[config.mk]
export PLATFORM = sky130hd
export DESIGN_NAME = cafeteira_comando
export DESIGN_NICKNAME = d
export VERILOG_FILES = /design/src/rtl/cafeteira_comando.sv
export SDC_FILE = /design/constraint.sdc
export NUM_CORES = 1
export LEC_CHECK = 0
export CAP_MARGIN = 30
export CELL_PAD_IN_SITES_DETAIL_PLACEMENT = 1
export CELL_PAD_IN_SITES_GLOBAL_PLACEMENT = 1
export CORE_AREA = 2 2 70 72
export CTS_CLUSTER_DIAMETER = 100
export CTS_CLUSTER_SIZE = 25
export DETAILED_ROUTE_END_ITERATION = 12
export DIE_AREA = 0 0 72 74
export GPL_ROUTABILITY_DRIVEN = 0
export PLACE_DENSITY = 0.92
export SETUP_SLACK_MARGIN = 0.15
export SLEW_MARGIN = 40
export SYNTH_ARGS = -nofsm -noshare
export SYNTH_HDL_FRONTEND = slang
export SYNTH_SLANG_ARGS = --single-unit
export TNS_END_PERCENT = 100
[constraint.sdc]
create_clock -name clock -period 4.6 [get_ports clock]
set_clock_uncertainty 0.2 [all_clocks]
set_input_delay 0.92 -clock clock [delete_from_list [all_inputs] [get_ports clock]]
set_output_delay 0.92 -clock clock [all_outputs]
set_load 0.02 [all_outputs]
[src/rtl/cafeteira_comando.sv]
// rtl/cafeteira_comando.sv - byte-stream command frame parser (HEADER, OP, ARG[, CHK])
// Optional XOR checksum byte enabled by macro CAFETEIRA_CHECKSUM_EN.
module cafeteira_comando #(
  parameter int unsigned TIMEOUT = 50000,
  parameter logic [7:0]  HEADER  = 8'hAA,
  parameter logic [7:0]  CMD_MAX = 8'h05
) (
  input  logic       clock,
  input  logic       reset,
  input  logic       pronto,
  input  logic [7:0] dados,
  input  logic       ack,
  output logic       cmd_valid,
  output logic [7:0] cmd_op,
  output logic [7:0] cmd_arg,
  output logic       erro,
  output logic [1:0] erro_cod
);

  localparam logic [1:0]  ERR_CMD      = 2'b00;
`ifdef CAFETEIRA_CHECKSUM_EN
  localparam logic [1:0]  ERR_CHK      = 2'b01;
`endif
  localparam logic [1:0]  ERR_TIMEOUT  = 2'b10;
  localparam logic [1:0]  ERR_OVERRUN  = 2'b11;
  localparam logic [15:0] TIMEOUT_LAST = 16'(TIMEOUT - 1);

`ifdef CAFETEIRA_CHECKSUM_EN
  typedef enum logic [1:0] {OCIOSO, OP, ARG, CHK} state_t;
`else
  typedef enum logic [1:0] {OCIOSO, OP, ARG} state_t;
`endif

  state_t      state_q, state_d;
  logic [15:0] cnt_q, cnt_d;
  logic [7:0]  op_q, op_d;
`ifdef CAFETEIRA_CHECKSUM_EN
  logic [7:0]  arg_q, arg_d;
  logic        chk_ok;
`endif
  logic        cmd_valid_q, cmd_valid_d;
  logic [7:0]  cmd_op_q, cmd_op_d;
  logic [7:0]  cmd_arg_q, cmd_arg_d;
  logic        erro_q, erro_d;
  logic [1:0]  erro_cod_q, erro_cod_d;

  logic        frame_done;
  logic [7:0]  frame_arg;
  logic        op_legal;
  logic        timeout_hit;

  always_ff @(posedge clock) begin
    if (reset) begin
      state_q     <= OCIOSO;
      cnt_q       <= 16'h0000;
      op_q        <= 8'h00;
`ifdef CAFETEIRA_CHECKSUM_EN
      arg_q       <= 8'h00;
`endif
      cmd_valid_q <= 1'b0;
      cmd_op_q    <= 8'h00;
      cmd_arg_q   <= 8'h00;
      erro_q      <= 1'b0;
      erro_cod_q  <= 2'b00;
    end else begin
      state_q     <= state_d;
      cnt_q       <= cnt_d;
      op_q        <= op_d;
`ifdef CAFETEIRA_CHECKSUM_EN
      arg_q       <= arg_d;
`endif
      cmd_valid_q <= cmd_valid_d;
      cmd_op_q    <= cmd_op_d;
      cmd_arg_q   <= cmd_arg_d;
      erro_q      <= erro_d;
      erro_cod_q  <= erro_cod_d;
    end
  end

  always_comb begin
    state_d     = state_q;
    op_d        = op_q;
`ifdef CAFETEIRA_CHECKSUM_EN
    arg_d       = arg_q;
    chk_ok      = 1'b1;
`endif
    cmd_valid_d = cmd_valid_q;
    cmd_op_d    = cmd_op_q;
    cmd_arg_d   = cmd_arg_q;
    erro_d      = 1'b0;
    erro_cod_d  = 2'b00;
    frame_done  = 1'b0;
    frame_arg   = dados;

    // A byte always beats a simultaneous timeout expiry.
    timeout_hit = (state_q != OCIOSO) && !pronto && (cnt_q == TIMEOUT_LAST);

    if (pronto || state_q == OCIOSO) begin
      cnt_d = 16'h0000;
    end else begin
      cnt_d = cnt_q + 16'h0001;
    end

    if (cmd_valid_q && ack) begin
      cmd_valid_d = 1'b0;
    end

    if (pronto) begin
      case (state_q)
        OCIOSO: begin
          if (dados == HEADER) begin
            state_d = OP;
          end
        end
        OP: begin
          op_d    = dados;
          state_d = ARG;
        end
`ifdef CAFETEIRA_CHECKSUM_EN
        ARG: begin
          arg_d   = dados;
          state_d = CHK;
        end
        CHK: begin
          frame_done = 1'b1;
          frame_arg  = arg_q;
          chk_ok     = (dados == (op_q ^ arg_q));
          state_d    = OCIOSO;
        end
`else
        ARG: begin
          frame_done = 1'b1;
          frame_arg  = dados;
          state_d    = OCIOSO;
        end
`endif
        default: state_d = OCIOSO;
      endcase
    end else if (timeout_hit) begin
      state_d    = OCIOSO;
      erro_d     = 1'b1;
      erro_cod_d = ERR_TIMEOUT;
    end

    op_legal = (op_q != 8'h00) && (op_q <= CMD_MAX);

    // Checksum error outranks illegal opcode; overrun only for otherwise valid frames.
    if (frame_done) begin
`ifdef CAFETEIRA_CHECKSUM_EN
      if (!chk_ok) begin
        erro_d     = 1'b1;
        erro_cod_d = ERR_CHK;
      end else
`endif
      if (!op_legal) begin
        erro_d     = 1'b1;
        erro_cod_d = ERR_CMD;
      end else if (cmd_valid_q && !ack) begin
        erro_d     = 1'b1;
        erro_cod_d = ERR_OVERRUN;
      end else begin
        cmd_valid_d = 1'b1;
        cmd_op_d    = op_q;
        cmd_arg_d   = frame_arg;
      end
    end
  end

  assign cmd_valid = cmd_valid_q;
  assign cmd_op    = cmd_op_q;
  assign cmd_arg   = cmd_arg_q;
  assign erro      = erro_q;
  assign erro_cod  = erro_cod_q;

endmodule

==> impl_metrics.py <==
metrics = {
    "cts": {
        "cts_max_path_buffers": 2,
        "cts_tree": "yes",
        "cts_hold_buf": 0,
        "cts_htree_levels": 2,
        "clk_transition_reported_paths_ns": 0.09,
        "postCtsSetupRepairBufs": 0,
        "cts_root_buf": "clkbuf_8",
        "clk_latency_ns": 0.30,
        "cts_buffers": 5,
        "cts.repair.resized": 0,
        "numClockSinks": 46,
    },
    "power_and_ir_drop": {
        "p_int_mw": 0.514,
        "p_clk_frac": 0.355,
        "vdd_drop_max_uv": 153,
        "power.leakage_nw": 0.795,
        "power_frac_comb": 0.037,
        "pwr_density_cell_mw_per_mm2": 278,
        "switching_share": 0.215,
        "pwr-share-seq": 0.608,
        "p_switching_mw": 0.141,
    },
    "floorplanning": {
        "fp.dieH_um": 74,
        "core_mm2": 0.00460,
        "dieArea_mm2": 0.00533,
        "io_pins": 32,
        "die_w_um": 72,
        "start_util": 0.415,
        "row_count": 25,
    },
    "routing": {
        "post_drt_wl_per_cell_um": 14.9,
        "post-route-drc-count": 0,
        "vias_per_cell": 5.22,
        "first_pass_iters": 4,
        "totalWireLength_um": 4280,
        "via_count": 1502,
        "ant_nets": 0,
        "drtIter0Drc": 65,
    },
    "critical_path": {
        "critPathCaptureType": "register",
        "startpoint_type": "input pin",
        "critPathKind": "in -> reg",
        "cp_data_required_time_ns": 4.59,
        "r2r_cells": 5,
        "cp_max_fo": 41,
        "crit_arrival_ns": 2.77,
    },
    "global_routing": {
        "grt_pass1_wl_um": 7160,
        "grtUsageTotal": 0.175,
        "antenna_found_initial": 0,
        "grt_start_max_net_pins": 42,
        "first_global_vias": 1531,
        "grt-ovfl-total": 0,
    },
    "worst_hold_path": {
        "holdCritPathClass": "reg -> reg",
        "hold_depth": 1,
    },
    "outcome": {
        "outcome": "finished, final reports clean",
    },
    "synth": {
        "ys_seq_area_frac": 0.483,
        "synth.net_count": 213,
        "synth.distinct_cells": 32,
        "synth.avg_cell_area_um2": 9.54,
        "async_reset_ff_frac": 0,
        "syn_area_mm2": 0.00191,
        "synth_top_area_cell": "dfxtp_1",
        "synth_warnings": 0,
        "netlist_top_cells_area": "dfxtp_1 48%, mux2i_1 10%, nand2b_1 7.9%",
        "synth_cells": 200,
        "synthFlopType": "dfxtp_1",
        "synth_edf_count": 0,
        "synth_seq_cells": 46,
        "yosysTopAreaCellShare": 0.483,
    },
    "timing": {
        "fin_setup_tns_ns": 0,
        "worst_pin_slew_ns": 0.679,
        "hold_violations": 0,
        "fmaxAchievable_ghz": 0.360,
        "rsz0062_at_grt": "false",
        "slew-limit-headroom": 0.545,
        "finalCritPeriodShare": 0.604,
        "final_max_slew_viol_count": 0,
        "whs_ns": 0.273,
        "setup_viol_count_final": 0,
        "period_needed_ns": 2.78,
    },
    "finish": {
        "mostFrequentLayoutCells": "46 x dfxtp_1, 31 x nor2_1, 31 x clkdlybuf4s50_1",
        "layout-drive-gt1-share": 0.0556,
        "area_delta_synth_final_pct": 23.3,
        "fin_nets": 247,
        "final_common_cell": "dfxtp_1",
        "insertedDiodeCount": 0,
    },
    "place": {
        "io_buffers": 31,
        "dp_hpwl_um": 3070,
    },
    "flow_run": {
        "maxCapViolCount": 0,
    },
}
## metal layers
layer | up-vias | wire (um) | global-route usage
met4 | 0 | 56 | 0.0692
met5 | - | 0 | 0
met2 | 27 | 2260 | 0.322
met3 | 6 | 164 | 0.0420
met1 | 724 | 1790 | 0.195
li1 | 745 | - | -
## area by class of cell
class	instances	area, um^2
multi-input combinational	142	931
timing repair buffer	34	337
clock inverter	2	10.0
tap	54	67.6
fill	522	2240
clock buffer	5	68.8
inverter	5	18.8
sequential	46	921
## state kept, by name, indices dropped and copies added, names as in the netlist
signal     flops
state_q        2
cmd_op         8
erro_cod       2
cmd_valid      1
erro           1
cmd_arg        8
op_q           8
cnt_q         16
## Yosys cell counts, types with 2 or more instances
cell type	number
inv_1	5
or3_1	3
nor4_1	3
nand2_1	4
nor2b_1	3
nand2b_1	24
o21ai_0	5
or4_1	2
nor3_1	6
nand3_1	8
nor4bb_1	2
nand4_1	2
nor3b_1	6
xnor2_1	11
nor2_1	31
dfxtp_1	46
mux2i_1	19
clkbuf_1	6
## metrics by stage
step	setup WS (ns)	power [mW]	std cells	area, um^2	utilization
finish	1.82	0.654	288	2350	0.512
global route	1.68	0.681	288	2350	0.512
CTS	1.80	0.661	287	2340	0.509
detailed placement	1.50	0.432	280	2260	0.492
global placement	1.55	0.431	280	2260	0.492
floorplan	2.42	0.417	200	1910	-
## critical path, cell delays in order
cell             delay (ns)
clkdlybuf4s50_1        0.46
buf_4                  0.30
nor2_1                 0.10
o21ai_1                0.38
buf_4                  0.29
nor2_1                 0.06
mux2_2                 0.25
## power by group through the flow
stage	sequential (mW)	clock [mW]	combinational [mW]
finish	0.398	0.232	0.0244
global route	0.398	0.257	0.0263
CTS	0.398	0.239	0.0247
detailed placement	0.407	0	0.0243
global placement	0.407	0	0.0238
floorplan	0.407	0	0.00969
## logic make-up after synthesis
family | share of synthesized area
AOI/OAI and AO/OA | 0.0367
DFF | 0.483
muxes | 0.106
adders and majority gates | 0.00656
xor gates and xnor gates | 0.0551
and+or+nand+nor | 0.284
buffers and inverters | 0.0295
## path summary, 6_finish.rpt
path | from | end | slack, ns
worst max-delay path | reset | cnt_q[15] | 1.82
worst min-delay path | cmd_op[3] | cmd_op[3] | 0.27
worst max register to register | op_q[5] | cmd_arg[6] | 2.20
worst min register to register | cmd_op[3] | cmd_op[3] | 0.27
No activity file was read; power rests on OpenSTA's default activity.
